===== src/rtl/sc_statemachine_pointtype_pkg.sv =====
// Shared definitions for the point-type rotate register controller:
// FSM state encodings and the register's shiftselection command codes.
package sc_statemachine_pointtype_pkg;

    localparam logic [2:0] ST_IDLE    = 3'd0;
    localparam logic [2:0] ST_CLEAR   = 3'd1;
    localparam logic [2:0] ST_LOAD    = 3'd2;
    localparam logic [2:0] ST_SHIFTL  = 3'd3;
    localparam logic [2:0] ST_SHIFTR  = 3'd4;
    localparam logic [2:0] ST_WAITREL = 3'd5;

    localparam logic [1:0] SHIFT_HOLD  = 2'b00;
    localparam logic [1:0] SHIFT_LEFT  = 2'b01;
    localparam logic [1:0] SHIFT_RIGHT = 2'b10;

endpackage


===== src/rtl/sc_statemachine_pointtype_poscounter.sv =====
// Modulo-DATAWIDTH up/down position counter with synchronous clear.
// Clear wins over up/down; up and down together hold the value.
module sc_poscounter_mod #(
    parameter int DATAWIDTH = 8,
    parameter int POS_WIDTH = 3
) (
    input  logic                 i_clk,
    input  logic                 i_rst,
    input  logic                 i_clear,
    input  logic                 i_up,
    input  logic                 i_down,
    output logic [POS_WIDTH-1:0] o_pos
);

    localparam logic [POS_WIDTH-1:0] POS_MAX = POS_WIDTH'(DATAWIDTH - 1);

    logic [POS_WIDTH-1:0] r_pos;

    // Step the rotation index with wrap at both ends of 0..DATAWIDTH-1
    always_ff @(posedge i_clk) begin
        if (i_rst || i_clear) begin
            r_pos <= '0;
        end else if (i_up && !i_down) begin
            r_pos <= (r_pos == POS_MAX) ? '0 : r_pos + 1'b1;
        end else if (i_down && !i_up) begin
            r_pos <= (r_pos == '0) ? POS_MAX : r_pos - 1'b1;
        end
    end

    assign o_pos = r_pos;

endmodule


===== src/rtl/sc_statemachine_pointtype.sv =====
// Controller FSM for the point-type rotate register: turns buttons and start
// into one-cycle clear/load/shift commands. Option: SC_STATEMACHINEPOINT_AUTOROTATE_EN.
module sc_statemachine_pointtype
    import sc_statemachine_pointtype_pkg::*;
#(
    parameter int DATAWIDTH = 8,
    parameter int POS_WIDTH = 3
) (
    input  logic                 SC_STATEMACHINEPOINT_CLOCK_50,
    input  logic                 SC_STATEMACHINEPOINT_RESET_InHigh,
    input  logic                 SC_STATEMACHINEPOINT_start_InLow,
    input  logic                 SC_STATEMACHINEPOINT_left_InLow,
    input  logic                 SC_STATEMACHINEPOINT_right_InLow,
    input  logic                 SC_STATEMACHINEPOINT_tick_In,
    output logic                 SC_STATEMACHINEPOINT_clear_OutLow,
    output logic                 SC_STATEMACHINEPOINT_load0_OutLow,
    output logic [1:0]           SC_STATEMACHINEPOINT_shiftselection_Out,
    output logic [POS_WIDTH-1:0] SC_STATEMACHINEPOINT_position_OutBUS,
    output logic                 SC_STATEMACHINEPOINT_busy_Out
);

    logic       w_clk;
    logic       w_rst;
    logic       w_start_n;
    logic       w_left_n;
    logic       w_right_n;
    logic       w_all_rel;
    logic [2:0] r_state;
    logic [2:0] w_next_state;

    assign w_clk     = SC_STATEMACHINEPOINT_CLOCK_50;
    assign w_rst     = SC_STATEMACHINEPOINT_RESET_InHigh;
    assign w_start_n = SC_STATEMACHINEPOINT_start_InLow;
    assign w_left_n  = SC_STATEMACHINEPOINT_left_InLow;
    assign w_right_n = SC_STATEMACHINEPOINT_right_InLow;
    assign w_all_rel = w_start_n & w_left_n & w_right_n;

`ifdef SC_STATEMACHINEPOINT_AUTOROTATE_EN
    logic r_auto;
    logic w_auto_next;
    logic w_tick;

    assign w_tick = SC_STATEMACHINEPOINT_tick_In;
`else
    logic w_unused_tick;

    assign w_unused_tick = SC_STATEMACHINEPOINT_tick_In;
`endif

    // Next-state selection; buttons outrank the time-base tick in IDLE
    always_comb begin
        w_next_state = r_state;
`ifdef SC_STATEMACHINEPOINT_AUTOROTATE_EN
        w_auto_next  = 1'b0;
`endif
        case (r_state)
            ST_IDLE: begin
                if (!w_start_n) begin
                    w_next_state = ST_CLEAR;
                end else if (!w_left_n && w_right_n) begin
                    w_next_state = ST_SHIFTL;
                end else if (!w_right_n && w_left_n) begin
                    w_next_state = ST_SHIFTR;
`ifdef SC_STATEMACHINEPOINT_AUTOROTATE_EN
                end else if (w_all_rel && w_tick) begin
                    w_next_state = ST_SHIFTL;
                    w_auto_next  = 1'b1;
`endif
                end
            end
            ST_CLEAR: w_next_state = ST_LOAD;
            ST_LOAD:  w_next_state = ST_WAITREL;
            ST_SHIFTL: begin
`ifdef SC_STATEMACHINEPOINT_AUTOROTATE_EN
                w_next_state = r_auto ? ST_IDLE : ST_WAITREL;
`else
                w_next_state = ST_WAITREL;
`endif
            end
            ST_SHIFTR: w_next_state = ST_WAITREL;
            ST_WAITREL: begin
                if (w_all_rel) begin
                    w_next_state = ST_IDLE;
                end
            end
            default: w_next_state = ST_IDLE;
        endcase
    end

    // State register; reset returns to IDLE from any state
    always_ff @(posedge w_clk) begin
        if (w_rst) begin
            r_state <= ST_IDLE;
        end else begin
            r_state <= w_next_state;
        end
    end

`ifdef SC_STATEMACHINEPOINT_AUTOROTATE_EN
    // Remember that the pending SHIFTL came from the tick, not a button
    always_ff @(posedge w_clk) begin
        if (w_rst) begin
            r_auto <= 1'b0;
        end else begin
            r_auto <= w_auto_next;
        end
    end
`endif

    assign SC_STATEMACHINEPOINT_clear_OutLow = (r_state != ST_CLEAR);
    assign SC_STATEMACHINEPOINT_load0_OutLow = (r_state != ST_LOAD);
    assign SC_STATEMACHINEPOINT_busy_Out     = (r_state != ST_IDLE);
    assign SC_STATEMACHINEPOINT_shiftselection_Out =
        (r_state == ST_SHIFTL) ? SHIFT_LEFT  :
        (r_state == ST_SHIFTR) ? SHIFT_RIGHT : SHIFT_HOLD;

    sc_poscounter_mod #(
        .DATAWIDTH (DATAWIDTH),
        .POS_WIDTH (POS_WIDTH)
    ) u_poscounter (
        .i_clk   (w_clk),
        .i_rst   (w_rst),
        .i_clear (r_state == ST_CLEAR),
        .i_up    (r_state == ST_SHIFTL),
        .i_down  (r_state == ST_SHIFTR),
        .o_pos   (SC_STATEMACHINEPOINT_position_OutBUS)
    );

endmodule


===== config.mk =====
export PLATFORM = sky130hd
export DESIGN_NAME = sc_statemachine_pointtype
export DESIGN_NICKNAME = d
export VERILOG_FILES = /design/src/rtl/sc_statemachine_pointtype_pkg.sv /design/src/rtl/sc_statemachine_pointtype_poscounter.sv /design/src/rtl/sc_statemachine_pointtype.sv
export SDC_FILE = /design/constraint.sdc
export NUM_CORES = 1
export LEC_CHECK = 0
export BUFFER_PORTS_ARGS = -buffer_cell sky130_fd_sc_hd__clkbuf_2
export CAP_MARGIN = 5
export CELL_PAD_IN_SITES_DETAIL_PLACEMENT = 0
export CELL_PAD_IN_SITES_GLOBAL_PLACEMENT = 1
export CORE_ASPECT_RATIO = 1.25
export CORE_UTILIZATION = 26
export CTS_CLUSTER_DIAMETER = 40
export DETAILED_ROUTE_END_ITERATION = 16
export GPL_ROUTABILITY_DRIVEN = 0
export PLACE_DENSITY = 0.55
export SETUP_SLACK_MARGIN = 0.05
export SYNTH_ARGS = -nofsm -noshare
export SYNTH_HDL_FRONTEND = slang
export SYNTH_SLANG_ARGS = --single-unit

===== constraint.sdc =====
create_clock -name SC_STATEMACHINEPOINT_CLOCK_50 -period 1.6 [get_ports SC_STATEMACHINEPOINT_CLOCK_50]
set_clock_uncertainty 0.15 [all_clocks]
set_input_delay 0.24 -clock SC_STATEMACHINEPOINT_CLOCK_50 [delete_from_list [all_inputs] [get_ports SC_STATEMACHINEPOINT_CLOCK_50]]
set_output_delay 0.24 -clock SC_STATEMACHINEPOINT_CLOCK_50 [all_outputs]
set_load 0.01 [all_outputs]

==> results by group, run 1 <==
Floorplan
  – Die height: 47.4 um
  – Row Count: 16
  – Core Region: 0.00156 sq mm
  – Initial Util: 27.4%
  – DIE WIDTH: 38.3 um
  – IO Pins: 14
  – Die area: 0.00181 sq mm

Logic synthesis
  – Cell Area, Synth: 428 sq um
  – Syn Nets: 57
  – Post-synthesis sequential area ratio: 28.1%
  – Syn_area_per_cell: 9.10 sq um
  – Mapped Cells: 47
  – Synth Warn #: 0
  – Register bit total from synthesis: 6
  – Post-synthesis cell type count: 27

Cells and area
  – Area grow syn2layout: 40.9%
  – Fillers: 176
  – # nets final: 78
  – Layout cells sized above 1: 48.5%
  – ANT cells: 0
  – Commonest non-fill, non-tap cell in the layout: clkbuf_2
  – Most frequent cells in the layout: 11 x clkbuf_2, 6 x inv_1, 6 x buf_4
  – Fin util: 38.6%

STA
  – Fin crit period: 1.52 ns
  – Hold_ws: 0.114 ns
  – Slew @ Worst Pin: 0.313 ns
  – Final Max Slew Viols: 0
  – Period utilization: 94.9%
  – Fin. Hold Viols: 0
  – Setup tns final: 0 ns
  – Max-slew headroom: 79.1%
  – Final setup vio count: 0
  – Final WS setup: 0.0824 ns
  – RSZ-0062 raised after global routing: yes
  – Max frequency: 0.659 GHz

CTS
  – CTS Hold Bufs: 0
  – Clock Sinks: 6
  – Num CTS Buffers: 3
  – Clock tree buffer depth: 2
  – Root Driver: clkbuf_4
  – Clock transition at path regs: 0.05 ns
  – Clk_lat worst skew: 0.24 ns
  – Max H-tree Level: 1
  – CTS tree: built

GRT
  – First-pass GRT wire length: 1500 um
  – GRT Util Overall: 12.3%
  – Vias in the first global route: 361
  – Total gr overflow: 0
  – Largest net degree at the start of global routing: 8
  – Number of antenna violations at the first check in global routing: 0

Setup path
  – R2R Path Start: u_poscounter.o_pos[1]
  – Crit path kind: reg2out
  – WP data arrival: 1.13 ns
  – Critical path endpoint category: output pin
  – Crit path launch type: flip-flop
  – Crit. Startpoint: r_state[0]
  – WP data required: 1.21 ns
  – Critical-path maximum fanout: 7

Route
  – Drt pass-1 iters: 3
  – DRT iter0 DRCs: 5
  – # DRC: 0
  – Routed len/inst: 11.3 um
  – Drt total wl: 950 um
  – Vias: 410
  – DR vias/cell: 4.88
  – Antenna Nets Post-Route: 0

Place
  – Pre-CTS worst setup slack: 0.106 ns
  – Port bufs: 12
  – Hpwl dp: 713 um

Power and ir drop
  – Peak supply drop: 0.479 mV
  – Static Leak: 0.281 nW
  – Power Density: 944 mW/mm^2
  – Design Power: 0.000569 W

Worst hold path
  – Min-Delay Path Class: in2reg
  – Min-delay src: SC_STATEMACHINEPOINT_RESET_InHigh

Job
  – Max-Cap Viols: 0

Outcome
  – Outcome: complete, no violations
## what timing repair did
item / in CTS / in global routing
gates resized for setup: 9 / 5
setup endpoints to repair: 4 / 4
pin swaps: 0 / 1
cloned: 0 / 0
setup buffers: 4 / 1
## routing by layer
metal	wire, um	GRT usage [%]	vias up
met5	0	0	-
met2	509	21.4	7
met1	406	13.1	189
li1	-	-	212
met3	22	2.84	2
met4	12	8.57	0
## Yosys cell counts, drive strengths merged
master / instances / share of area (%)
a31oi: 1 / 1.5
or3b: 1 / 2.0
nor3b: 2 / 4.7
buf: 2 / 4.4
a21o: 3 / 5.3
dfxtp: 6 / 28
nand4: 1 / 1.5
a211oi: 1 / 1.8
or2b: 1 / 1.8
nor2b: 1 / 1.5
nor4b: 1 / 2.0
ha: 4 / 12
a311oi: 1 / 2.0
nand2b: 2 / 2.9
and3b: 1 / 2.0
nor3: 2 / 2.3
a22oi: 1 / 1.8
a221oi: 1 / 3.5
inv: 6 / 5.3
or2: 2 / 2.9
a21boi: 1 / 1.8
nand2: 1 / 0.88
a21oi: 2 / 2.3
a2111oi: 2 / 4.7
or3: 1 / 1.5
## sequential cells by signal (all words and copies together), names as in the netlist
| register | cells |
|---|---|
| r_state | 3 |
| u_poscounter.o_pos | 3 |
## path summary, 6_finish.rpt
check	end	slack [ns]	depth (start not counted)
worst max-delay path	SC_STATEMACHINEPOINT_load0_OutLow	0.08	2
worst min-delay path	u_poscounter.o_pos[0]	0.11	2
worst max register to register	u_poscounter.o_pos[1]	0.10	5
worst min register to register	u_poscounter.o_pos[0]	0.44	2
## logic make-up (layout without fill, tap and decap cells)
| logic type | Yosys count | in the layout | share of synthesized area, % |
|---|---|---|---|
| AO/OA/AOI/OAI | 13 | 13 | 24.6 |
| adder cells (fa/ha/maj) | 4 | 4 | 11.7 |
| buffers and inverters | 8 | 27 | 9.65 |
| flip-flops | 6 | 6 | 28.1 |
| AND/OR/NAND/NOR | 16 | 16 | 26.0 |
## layout make-up
cell class	instances	area, sq um	area share [%]
clock buffers	3	22.5	3.73
multi-input cells	33	293	48.5
repair buffers	18	111	18.5
flip-flops and latches	6	131	21.8
inverters	6	22.5	3.73
well taps	18	22.5	3.73
## worst max-delay path, cell delays in order, from the launching register on
cell and delay [ns]:
dfxtp_4 0.37, or3b_4 0.38, clkbuf_2 0.13
## stage by stage
stage	cell area (sq um)	std cells
6_report	603	84
5_1_grt	603	84
4_1_cts	579	83
3_5_place_dp	499	76
3_3_place_gp	499	76
2_1_floorplan	428	47
## power breakdown
group | total (W) | internal, W | switching, W
registers | 0.000201 | 0.000173 | 0.0000286
logic | 0.000229 | 0.000123 | 0.000106
clock network | 0.000139 | 0.0000848 | 0.0000545
total | 0.000569 | 0.000380 | 0.000189
No activity file was read; power rests on OpenSTA's default activity.
==> run 2, diff against run 1 <==
==> constraint.sdc (replaced) <==
create_clock -name SC_STATEMACHINEPOINT_CLOCK_50 -period 1.6 [get_ports SC_STATEMACHINEPOINT_CLOCK_50]
set_clock_uncertainty 0.15 [all_clocks]
set_input_delay 0.32 -clock SC_STATEMACHINEPOINT_CLOCK_50 [delete_from_list [all_inputs] [get_ports SC_STATEMACHINEPOINT_CLOCK_50]]
set_output_delay 0.32 -clock SC_STATEMACHINEPOINT_CLOCK_50 [all_outputs]
set_load 0.01 [all_outputs]
==> run 2 against run 1 <==
Against the previous run:
- first-iteration DRC count fell by 100%
- utilization rose by 0.88 points
- maximum frequency fell by 4.0%
- clock power barely moved
- critical endpoint unchanged
==> results by group, run 2 (synthesis results as in run 1) <==
CTS
  – Clock transition at path regs: 0.05 ns
  – CTS tree: built
  – Max H-tree Level: 1
  – CTS Hold Bufs: 0
  – Clk_lat worst skew: 0.24 ns
  – Clock tree buffer depth: 2
  – Num CTS Buffers: 3
  – Clock Sinks: 6
  – Root Driver: clkbuf_4

Floorplan
  – Die area: 0.00181 sq mm
  – Row Count: 16
  – IO Pins: 14
  – DIE WIDTH: 38.3 um
  – Core Region: 0.00156 sq mm
  – Initial Util: 27.4%
  – Die height: 47.4 um

Power and ir drop
  – Internal power: 0.000385 W
  – Clock power share: 24.7%
  – Power Density: 928 mW/mm^2
  – Seq pwr share: 34.7%
  – Static Leak: 0.292 nW
  – Switch share: 32.8%
  – Peak supply drop: 0.352 mV
  – Comb pwr share: 40.6%
  – Sw power: 0.000188 W

Cells and area
  – Final std cells w/o fill: 86
  – Multi-input gate area: 287 sq um
  – Commonest non-fill, non-tap cell in the layout: clkbuf_2
  – Area grow syn2layout: 44.2%
  – ANT cells: 0
  – Register area: 129 sq um
  – Cell area after layout: 617 sq um
  – Layout cells sized above 1: 48.5%
  – Most frequent cells in the layout: 9 x clkbuf_2, 6 x inv_1, 6 x buf_4
  – # nets final: 80
  – Fillers: 172

Setup path
  – Crit path launch type: flip-flop
  – Critical-path maximum fanout: 6
  – WP data required: 1.13 ns
  – Critical path endpoint category: output pin
  – Flop2flop setup slack: 0.12 ns
  – WP data arrival: 1.11 ns
  – Crit path kind: reg2out
  – Worst path slowest cell: dfxtp_4
  – Biggest cell delay along the critical path: 0.37 ns
  – Critical-path cell list: or3b_4 -> clkbuf_2

Route
  – # DRC: 0
  – Drt total wl: 931 um
  – Routed len/inst: 10.8 um
  – Vias: 410
  – DRT iter0 DRCs: 0
  – DR vias/cell: 4.77
  – Antenna Nets Post-Route: 0
  – Drt pass-1 iters: 1

STA
  – Max frequency: 0.633 GHz
  – Setup tns final: 0 ns
  – Fin. Hold Viols: 0
  – Final Max Slew Viols: 0
  – RSZ-0062 raised after global routing: yes
  – Final setup vio count: 0
  – Fin crit period: 1.58 ns
  – Hold_ws: 0.194 ns
  – Period utilization: 98.8%
  – Slew @ Worst Pin: 0.294 ns
  – Max-slew headroom: 80.3%

GRT
  – Number of antenna violations at the first check in global routing: 0
  – GRT Util Overall: 12.9%
  – Total gr overflow: 0
  – Vias in the first global route: 389
  – First-pass GRT wire length: 1570 um
  – Largest net degree at the start of global routing: 7

Worst hold path
  – Min-Delay Path Class: in2reg

Place
  – Hpwl dp: 715 um
  – Dpl cell area: 514 sq um
  – Port bufs: 12
  – Placed Cells: 78

Job
  – Max-Cap Viols: 0

Outcome
  – Outcome: complete, no violations
==> run 2: cell count changes in the layout (fill, tap and decap cells not counted), sizes merged <==
| cell | change |
|---|---|
| buf | +4 |
| clkbuf | -2 |
==> run 2: power by group through the flow <==
stage | Clock (W) | Combinational, W | Sequential (W)
after floorplan | 0 | 0.000120 | 0.000202
after global placement | 0 | 0.000194 | 0.000199
after detailed placement | 0 | 0.000193 | 0.000199
after CTS | 0.000151 | 0.000234 | 0.000199
after global routing | 0.000159 | 0.000261 | 0.000203
final | 0.000142 | 0.000232 | 0.000198
==> run 2: layout make-up <==
type	instances	area share (%)
clock buffer	3	3.65
inverter	6	3.65
multi-input combinational	33	46.5
sequential	6	20.9
tap	18	3.65
timing repair buffer	20	21.7
==> run 2: timing repair <==
item	4_1_cts	5_1_grt
setup endpoints to repair	5	6
gates resized for setup	12	4
gates cloned	0	0
buffers inserted	5	0
pin swaps	4	2
==> run 2: layer usage <==
metal  part of all wire [%]  vias to the layer above  routed length (um)  global-route usage [%]
met5                      0                        -                   0                       0
met4                      0                        0                   0                    10.7
met3                    2.7                        0                  25                    2.84
met2                     54                        7                 506                    22.0
met1                     43                      189                 399                    13.4
li1                       -                      214                   -                       -
==> run 2: through the flow <==
stage                     setup WS (ns)  total power (W)  util (%)
after floorplan                   0.121         0.000321         -
after global placement            0.105         0.000394      32.9
after detailed placement          0.106         0.000392      32.9
after CTS                       0.00131         0.000585      39.1
after global routing            -0.0251         0.000624      39.5
final                            0.0193         0.000572      39.5
==> run 2: worst max-delay path: cells and delay by family, from the launching register on <==
family	cells	cell delay, ns
buf+inv	1	0.13
flops	1	0.37
simple gates	1	0.37
==> run 2: worst paths after layout <==
path	from	cells after the start	end
hold / removal	SC_STATEMACHINEPOINT_RESET_InHigh	2	u_poscounter.o_pos[0]
setup reg to reg	r_state[2]	5	r_state[0]
hold reg to reg	u_poscounter.o_pos[0]	2	u_poscounter.o_pos[0]
setup / recovery	r_state[1]	2	SC_STATEMACHINEPOINT_load0_OutLow
==> run 3, diff against run 2 <==
--- a/config.mk
+++ b/config.mk
@@ -15,7 +15,9 @@
 export DETAILED_ROUTE_END_ITERATION = 16
 export GPL_ROUTABILITY_DRIVEN = 0
 export PLACE_DENSITY = 0.55
+export REMOVE_ABC_BUFFERS = 1
 export SETUP_SLACK_MARGIN = 0.05
+export SKIP_CTS_REPAIR_TIMING = 1
 export SYNTH_ARGS = -nofsm -noshare
 export SYNTH_HDL_FRONTEND = slang
 export SYNTH_SLANG_ARGS = --single-unit
==> run 3 against run 2 <==
Against the previous run:
- the flow now finishes with violations (setup timing)
- highest routed layer is now met4
- sequential share of layout area is 0.19 points lower
- critical path depth rose by 1
- critical path type unchanged
- critical endpoint is now SC_STATEMACHINEPOINT_busy_Out
- non-clock buffer count up 1
- final area increased by 3.9%
- total power grew 2.5%
==> results by group, run 3 (synthesis results as in run 1) <==
STA
  – Fin. Hold Viols: 0
  – Setup tns final: -0.00108 ns
  – Max-slew headroom: 80.7%
  – Slew @ Worst Pin: 0.289 ns
  – Hold_ws: 0.186 ns
  – RSZ-0062 raised after global routing: yes
  – Period utilization: 100%
  – Final Max Slew Viols: 0
  – Final setup vio count: 1
  – Final WS setup: -0.00108 ns
  – Fin crit period: 1.60 ns
  – Max frequency: 0.625 GHz

CTS
  – Clock transition at path regs: 0.04 ns
  – Max H-tree Level: 1
  – CTS tree: built
  – Clock tree buffer depth: 2
  – Clock Sinks: 6
  – Num CTS Buffers: 3
  – Clk_lat worst skew: 0.25 ns
  – Root Driver: clkbuf_4

Route
  – Antenna Nets Post-Route: 0
  – DRT iter0 DRCs: 2
  – Drt total wl: 945 um
  – Drt pass-1 iters: 2
  – Routed len/inst: 10.9 um
  – DR vias/cell: 4.77
  – # DRC: 0
  – Vias: 415

Outcome
  – Failing checks: setup timing
  – Outcome: complete, but fails checks

GRT
  – GRT Util Overall: 12.7%
  – Met3 Usage GRT: 2.84%
  – GR peak layer: met2
  – Number of antenna violations at the first check in global routing: 0
  – GRT met2 Usage: 19.3%
  – Total gr overflow: 0
  – Vias in the first global route: 369
  – Met1 Use GR: 14.2%
  – First-pass GRT wire length: 1500 um
  – Largest net degree at the start of global routing: 11

Floorplan
  – Core Region: 0.00156 sq mm
  – Row Count: 16
  – DIE WIDTH: 38.3 um
  – Die area: 0.00181 sq mm
  – IO Pins: 14
  – Initial Util: 27.4%
  – Die height: 47.4 um

Cells and area
  – Final std cells w/o fill: 87
  – # nets final: 81
  – ANT cells: 0
  – Cell area after layout: 641 sq um
  – Area grow syn2layout: 49.7%
  – Most frequent cells in the layout: 7 x clkbuf_2, 6 x inv_1, 6 x buf_6, 6 x buf_4
  – Layout cells sized above 1: 52.2%
  – Commonest non-fill, non-tap cell in the layout: clkbuf_2
  – Fin util: 41.0%

Power and ir drop
  – Static Leak: 0.300 nW
  – Peak supply drop: 0.516 mV
  – Power Density: 915 mW/mm^2

Setup path
  – Levels on crit path: 3
  – Critical path endpoint category: output pin
  – Worst Reg-to-Reg Cells: 5
  – Worst path bufs/invs: 2
  – R2R Path Start: u_poscounter.o_pos[0]
  – Crit path kind: reg2out
  – Reg-to-reg endpoint: u_poscounter.o_pos[1]
  – Crit path launch type: flip-flop
  – WP data arrival: 1.13 ns
  – Critical-path cell list: buf_6 -> or3_1 -> buf_2
  – Biggest cell delay along the critical path: 0.33 ns
  – Worst path slowest cell: dfxtp_2
  – Critical-path maximum fanout: 4
  – WP data required: 1.13 ns
  – Delay-heaviest family, CP: flip-flops
  – Flop2flop setup slack: 0.14 ns

Worst hold path
  – Min-Delay Path Class: in2reg
  – Worst hold endpoint: u_poscounter.o_pos[0]
  – Min-delay src: SC_STATEMACHINEPOINT_RESET_InHigh
  – Hold Path Cell Cnt: 2

Place
  – Dpl cell area: 514 sq um
  – Hpwl dp: 724 um
  – Port bufs: 12
  – Placed Cells: 78

Job
  – Max-Cap Viols: 0
## run 3: how the worst max path moves through the flow
stage,start,end,slack (ns)
global placement,u_poscounter.o_pos[0],u_poscounter.o_pos[1],0.05
floorplan,u_poscounter.o_pos[0],u_poscounter.o_pos[1],0.12
CTS,r_state[0],SC_STATEMACHINEPOINT_clear_OutLow,-0.14
detailed placement,u_poscounter.o_pos[0],u_poscounter.o_pos[1],0.05
finish,r_state[1],SC_STATEMACHINEPOINT_busy_Out,-0.001
global route,r_state[1],SC_STATEMACHINEPOINT_busy_Out,-0.03
## run 3: where the power goes
group | internal, W | leakage [nW] | switching [W]
Combinational | 0.000138 | 0.235 | 0.000106
Clock | 0.0000850 | 0.0138 | 0.0000572
Sequential | 0.000174 | 0.0516 | 0.0000262
## run 3: worst register-to-register path, cell delays in order, from the launching register on
cell      delay, ns
dfxtp_4        0.35
ha_1           0.21
ha_2           0.18
nand2b_1       0.13
a21o_1         0.17
a311oi_1       0.19
## run 3: final cells by class
| cell class | count | area (sq um) |
|---|---|---|
| Tap cell | 18 | 22.5 |
| Fill cell | 166 | 921 |
| Clock buffer | 3 | 22.5 |
| Sequential cell | 6 | 133 |
| Inverter | 6 | 22.5 |
| Timing Repair Buffer | 21 | 158 |
| Multi-Input combinational cell | 33 | 283 |
## run 3: metrics by stage
stage | total power [W] | setup WS [ns]
after global routing | 0.000631 | -0.0298
after floorplan | 0.000317 | 0.121
after CTS | 0.000534 | -0.144
final | 0.000586 | -0.00108
after detailed placement | 0.000389 | 0.0544
after global placement | 0.000390 | 0.0475
## run 3: layer usage
metal	share of wire (%)	up-vias
met5	0	-
met1	48	183
met2	45	12
met3	3.8	3
li1	-	217
met4	2.4	0
